### src/rtl/rr_arb_pkg.sv
// Shared definitions for the round-robin arbiter slice: default sizes, FSM state
// encodings and the one-hot grant check.
package rr_arb_pkg;

  localparam int unsigned NumReqDef = 4;
  localparam int unsigned SrcWDef   = $clog2(NumReqDef);

  localparam logic [1:0] StIdle      = 2'd0;
  localparam logic [1:0] StActive    = 2'd1;
  localparam logic [1:0] StExhausted = 2'd2;

  // True when exactly one bit of v is set.
  function automatic logic onehot_check(input logic [31:0] v);
    return (v != '0) && ((v & (v - 32'd1)) == '0);
  endfunction

endpackage

### src/rtl/rr_onehot_enc.sv
// Encodes a one-hot grant vector into a requester index and flags whether the
// vector really is one-hot.
module rr_onehot_enc
  import rr_arb_pkg::*;
#(
  parameter int unsigned NUM_REQ = NumReqDef,
  parameter int unsigned SRC_W   = $clog2(NUM_REQ)
) (
  input  logic [NUM_REQ-1:0] gnt_i,
  output logic [SRC_W-1:0]   idx_o,
  output logic               onehot_o
);

  always_comb begin
    idx_o = '0;
    for (int unsigned i = 0; i < NUM_REQ; i++) begin
      if (gnt_i[i]) idx_o = SRC_W'(i);
    end
    onehot_o = onehot_check(32'(gnt_i));
  end

endmodule

### src/rtl/rr_grant_data_mux.sv
// Moves payload beats from the granted requester onto one registered output channel.
// Define RR_MUX_BEAT_LIMIT_EN to cap beats per grant tenure at MAX_BEATS.
module rr_grant_data_mux
  import rr_arb_pkg::*;
#(
  parameter int unsigned NUM_REQ   = NumReqDef,
  parameter int unsigned DATA_W    = 8,
  parameter int unsigned MAX_BEATS = 4,
  parameter int unsigned SRC_W     = $clog2(NUM_REQ)
) (
  input  logic                      clk,
  input  logic                      rst_n,
  input  logic [NUM_REQ-1:0]        gnt,
  input  logic [NUM_REQ-1:0]        in_valid,
  input  logic [NUM_REQ*DATA_W-1:0] in_data,
  output logic [NUM_REQ-1:0]        in_ready,
  output logic                      out_valid,
  output logic [DATA_W-1:0]         out_data,
  output logic [SRC_W-1:0]          out_src,
  input  logic                      out_ready,
  output logic                      grant_err
);

  localparam int unsigned CntW = $clog2(MAX_BEATS + 1);

  logic [1:0]         state_q, state_d;
  logic [NUM_REQ-1:0] cur_gnt_q, cur_gnt_d;
  logic [CntW-1:0]    beat_cnt_q, beat_cnt_d;
  logic               out_valid_q, out_valid_d;
  logic [DATA_W-1:0]  out_data_q, out_data_d;
  logic [SRC_W-1:0]   out_src_q, out_src_d;

  logic [SRC_W-1:0]   idx;
  logic               onehot;
  logic               slot_free, same_gnt, cnt_ok, accept;
  logic [CntW-1:0]    cnt_inc;

  rr_onehot_enc #(
    .NUM_REQ (NUM_REQ),
    .SRC_W   (SRC_W)
  ) u_enc (
    .gnt_i    (gnt),
    .idx_o    (idx),
    .onehot_o (onehot)
  );

  always_comb begin
    slot_free = !out_valid_q || out_ready;
    same_gnt  = (gnt == cur_gnt_q);
`ifdef RR_MUX_BEAT_LIMIT_EN
    cnt_ok    = (beat_cnt_q < CntW'(MAX_BEATS));
`else
    cnt_ok    = 1'b1;
`endif
    // cur_gnt_q is one-hot in StActive, so same_gnt also implies a legal grant.
    in_ready  = (state_q == StActive && slot_free && same_gnt && cnt_ok) ? cur_gnt_q : '0;
    accept    = |(in_ready & in_valid);
    grant_err = (gnt != '0) && !onehot;
    cnt_inc   = (beat_cnt_q == '1) ? beat_cnt_q : beat_cnt_q + CntW'(1);
  end

  always_comb begin
    state_d    = state_q;
    cur_gnt_d  = cur_gnt_q;
    beat_cnt_d = beat_cnt_q;
    case (state_q)
      StIdle: begin
        if (onehot) begin
          state_d    = StActive;
          cur_gnt_d  = gnt;
          beat_cnt_d = '0;
        end
      end
      StActive: begin
        if (!onehot) begin
          state_d   = StIdle;
          cur_gnt_d = '0;
        end else if (!same_gnt) begin
          cur_gnt_d  = gnt;
          beat_cnt_d = '0;
        end else if (accept) begin
          beat_cnt_d = cnt_inc;
`ifdef RR_MUX_BEAT_LIMIT_EN
          if (cnt_inc == CntW'(MAX_BEATS)) state_d = StExhausted;
`endif
        end
      end
`ifdef RR_MUX_BEAT_LIMIT_EN
      StExhausted: begin
        if (!same_gnt) begin
          if (onehot) begin
            state_d    = StActive;
            cur_gnt_d  = gnt;
            beat_cnt_d = '0;
          end else begin
            state_d   = StIdle;
            cur_gnt_d = '0;
          end
        end
      end
`endif
      default: begin
        state_d   = StIdle;
        cur_gnt_d = '0;
      end
    endcase
  end

  // Single-entry output slot: load on accept, otherwise drain on out_ready.
  always_comb begin
    out_valid_d = out_valid_q;
    out_data_d  = out_data_q;
    out_src_d   = out_src_q;
    if (accept) begin
      out_valid_d = 1'b1;
      out_data_d  = in_data[idx*DATA_W +: DATA_W];
      out_src_d   = idx;
    end else if (out_ready) begin
      out_valid_d = 1'b0;
    end
  end

  always_ff @(posedge clk or negedge rst_n) begin
    if (!rst_n) begin
      state_q     <= StIdle;
      cur_gnt_q   <= '0;
      beat_cnt_q  <= '0;
      out_valid_q <= 1'b0;
      out_data_q  <= '0;
      out_src_q   <= '0;
    end else begin
      state_q     <= state_d;
      cur_gnt_q   <= cur_gnt_d;
      beat_cnt_q  <= beat_cnt_d;
      out_valid_q <= out_valid_d;
      out_data_q  <= out_data_d;
      out_src_q   <= out_src_d;
    end
  end

  assign out_valid = out_valid_q;
  assign out_data  = out_data_q;
  assign out_src   = out_src_q;

endmodule

### config.mk
export PLATFORM = sky130hd
export DESIGN_NAME = rr_grant_data_mux
export DESIGN_NICKNAME = d
export VERILOG_FILES = /design/src/rtl/rr_arb_pkg.sv /design/src/rtl/rr_onehot_enc.sv /design/src/rtl/rr_grant_data_mux.sv
export SDC_FILE = /design/constraint.sdc
export NUM_CORES = 1
export LEC_CHECK = 0
export CAP_MARGIN = 20
export CORE_MARGIN = 3
export CORE_UTILIZATION = 37
export CTS_BUF_LIST = sky130_fd_sc_hd__clkbuf_2 sky130_fd_sc_hd__clkbuf_4 sky130_fd_sc_hd__clkbuf_8
export DETAILED_ROUTE_END_ITERATION = 16
export PLACE_DENSITY = 0.79
export SLEW_MARGIN = 20
export SYNTH_ARGS = -nofsm -noshare
export SYNTH_HDL_FRONTEND = slang
export SYNTH_HIERARCHICAL = 1
export SYNTH_SLANG_ARGS = --single-unit
### constraint.sdc
create_clock -name clk -period 2.3 [get_ports clk]
set_clock_uncertainty 0.2 [all_clocks]
set_input_delay 0.23 -clock clk [delete_from_list [all_inputs] [get_ports clk]]
set_output_delay 0.23 -clock clk [all_outputs]
set_load 0.02 [all_outputs]
==> flow_summary.yaml <==
outcome:
  outcome: "finished, final reports clean"
cells_and_area:
  ff_latch_area_um2: 400
  final_common_cell: "clkdlybuf4s50_1"
  final_cell_mix: "clkdlybuf4s50_1, dfrtp_1, mux2_2, buf_4, mux4_2"
  antenna-diode-count: 0
  final_cell_area_um2: 1660
  layout.nets: 181
  multiInputGateArea_um2: 523
  drive_gt1_share_pct: 27.2
  area_delta_synth_final_pct: 77.8
  fillCellCount: 173
timing:
  fmax_ghz: 0.457
  tightestPinTransition_ns: 0.720
  maxSlewViolCount: 0
  finalSetupViolations: 0
  finalCritPeriodShare_pct: 95.0
  finalHoldViolCount: 0
  slew_headroom_pct: 51.9
  min_period_ns: 2.19
worst_hold_path:
  hp-class: "input pin to register"
route:
  drt-total-wl_mm: 2.99
  first_pass_iters: 4
  ant_nets: 0
  vias: 875
  drc: 0
  routed_via_density: 5.34
  wl_per_cell_um: 18.2
  drt-initial-drc-count: 14
yosys:
  synth_top_family_by_area: "multiplexers"
  yosys.area_share.simple_pct: 10.8
  ys_ff_latch: 16
  synthAdderAreaFrac_pct: 0
  synth-seq-area-share_pct: 42.8
  syn_inst: 67
  avgSynthCellArea_um2: 14.0
  muxShareOfSynthArea_pct: 31.3
  netlist_area_um2: 936
  synth_warnings: 6
  synth_xor_area_share_pct: 4.68
  synth_compound_area_share_pct: 8.82
  synth_fp_nets: 110
  yosysUniqueCellTypes: 20
floorplanning:
  ios: 59
  core_um2: 2300
  dieArea_um2: 3170
  rows: 17
  start_util_pct: 40.7
  die_y_um: 56.3
  fp.dieW_um: 56.3
global_routing:
  grt-ovfl-total: 0
  grt_pass1_wl_mm: 4.70
  grtUsageTotal_pct: 20.0
  antenna_found_initial: 0
  first_global_vias: 906
  grt_max_degree: 17
power_and_ir_drop:
  power.density_nw_per_um2: 623
  combPwrFrac_pct: 46.8
  switching_share_pct: 32.2
  power_uw: 1040
  clkPwrFrac_pct: 13.8
  switchingPower_uw: 334
  peakVddDrop_uv: 493
  leakagePower_uw: 0.000744
  seqPwrFrac_pct: 39.3
  intPower_uw: 702
cts:
  cts_sinks: 16
  cts.path.max_buffers: 2
  cts.htree.levels: 1
  cts_made_buffers: 3
  worst_skew_pair.late_latency_ns: 0.28
  clkTransAtPathRegs_ns: 0.09
  postCtsSetupBuffers: 0
  cts_tree: "built"
  cts_root_buffer: "clkbuf_4"
  ctsHoldBuffers: 0
placed_design:
  placed_cell_area_um2: 1640
  hpwl_mm: 2.45
  io_buffers: 58
  gp_congestion: 0.792
critical_path:
  endpoint_kind: "primary output"
  startpoint_type: "register"
  critPathArrivalTime_ns: 1.76
  critPathKind: "register to primary output"
  critical_path_required_ns: 1.87
  crit_path_max_fanout: 4
job:
  maxCapViolCount: 0
[cell usage after synthesis, drive strengths merged]
master	instances	area share, %
a21o	1	0.94
a221oi	1	1.6
a22o	5	4.7
and2	4	2.7
buf	2	0.80
clkbuf	1	0.40
dfrtp	16	43
inv	1	0.40
mux2	10	12
mux4	8	19
nand2b	1	0.67
nand3	2	1.1
nor2	3	1.2
nor3	1	1.7
nor4	1	0.67
o211ai	1	0.80
o31ai	1	0.80
or2	1	0.67
or4b	2	2.1
xnor2	5	4.7
[power groups by stage]
stage          logic [µW]  clock network (µW)  registers [µW]
2_1_floorplan         144                   0             484
3_3_place_gp          475                   0             407
3_5_place_dp          491                   0             413
4_1_cts               491                 150             408
5_1_grt               513                 159             417
6_report              486                 144             407
[cells by family (layout without fill, tap and decap cells)]
| kind of cell | after synthesis | count (layout) |
|---|---|---|
| AOI/OAI and AO/OA | 9 | 9 |
| xor gates and xnor gates | 5 | 5 |
| buffers and inverters | 4 | 73 |
| DFF | 16 | 16 |
| muxes | 18 | 18 |
| and+or+nand+nor | 15 | 15 |
[worst max-delay path, stage by stage (launching register included)]
cell,delay [ns]
dfrtp_1,0.46
xnor2_1,0.21
nand3_1,0.14
nor2_2,0.18
and2_1,0.14
dlygate4sd2_1,0.34
[path summary, 6_finish.rpt]
path,cells past startpoint,slack [ns],from,to
max in group asynchronous,1,1.27,rst_n,state_q[0]$_DFFE_PN0P_
max,5,0.11,cur_gnt_q[3]$_DFFE_PN0P_,in_ready[0]
min,2,0.14,gnt[0],cur_gnt_q[0]$_DFFE_PN0P_
min reg2reg,1,0.31,out_data[0]$_DFFE_PN0P_,out_data[0]$_DFFE_PN0P_
min in group asynchronous,1,0.17,rst_n,out_data[1]$_DFFE_PN0P_
max reg2reg,6,0.32,cur_gnt_q[3]$_DFFE_PN0P_,out_src[1]$_DFFE_PN0P_
[area by class of cell]
type,count,area share [%]
tap,28,2.11
timing repair buffer,69,40.8
inverter,1,0.226
clock buffer,3,1.35
sequential,16,24.1
multi-input combinational,47,31.4
[flip-flops by register name, indices dropped and copies added (netlist names)]
name and cells:
out_data 8, cur_gnt_q 4, out_src 2, out_valid 1, state_q 1
[routing by layer]
| layer | up-vias | wire length, µm | GRT usage, % |
|---|---|---|---|
| met2 | 33 | 1700 | 35.6 |
| met3 | 6 | 120 | 4.14 |
| met5 | - | 0 | 0 |
| li1 | 403 | - | - |
| met1 | 433 | 1090 | 23.2 |
| met4 | 0 | 74 | 8.14 |
[stage by stage]
step	hold WS [ns]	setup TNS [ns]	utilization [%]	setup WS [ns]	instances
floorplan	-0.266	0	-	0.368	67
global placement	0.290	-1.21	71.2	-0.128	161
detailed placement	0.298	-2.11	71.2	-0.220	161
CTS	0.174	0	72.0	0.0578	164
global route	0.173	-0.00207	72.4	-0.00207	164
finish	0.140	0	72.4	0.114	164
[timing repair]
action                                  4_1_cts  5_1_grt
gates resized for setup                       6        4
endpoints found under the setup margin        5        1
hold endpoints to repair                      0        0
No activity file was read; power rests on OpenSTA's default activity.
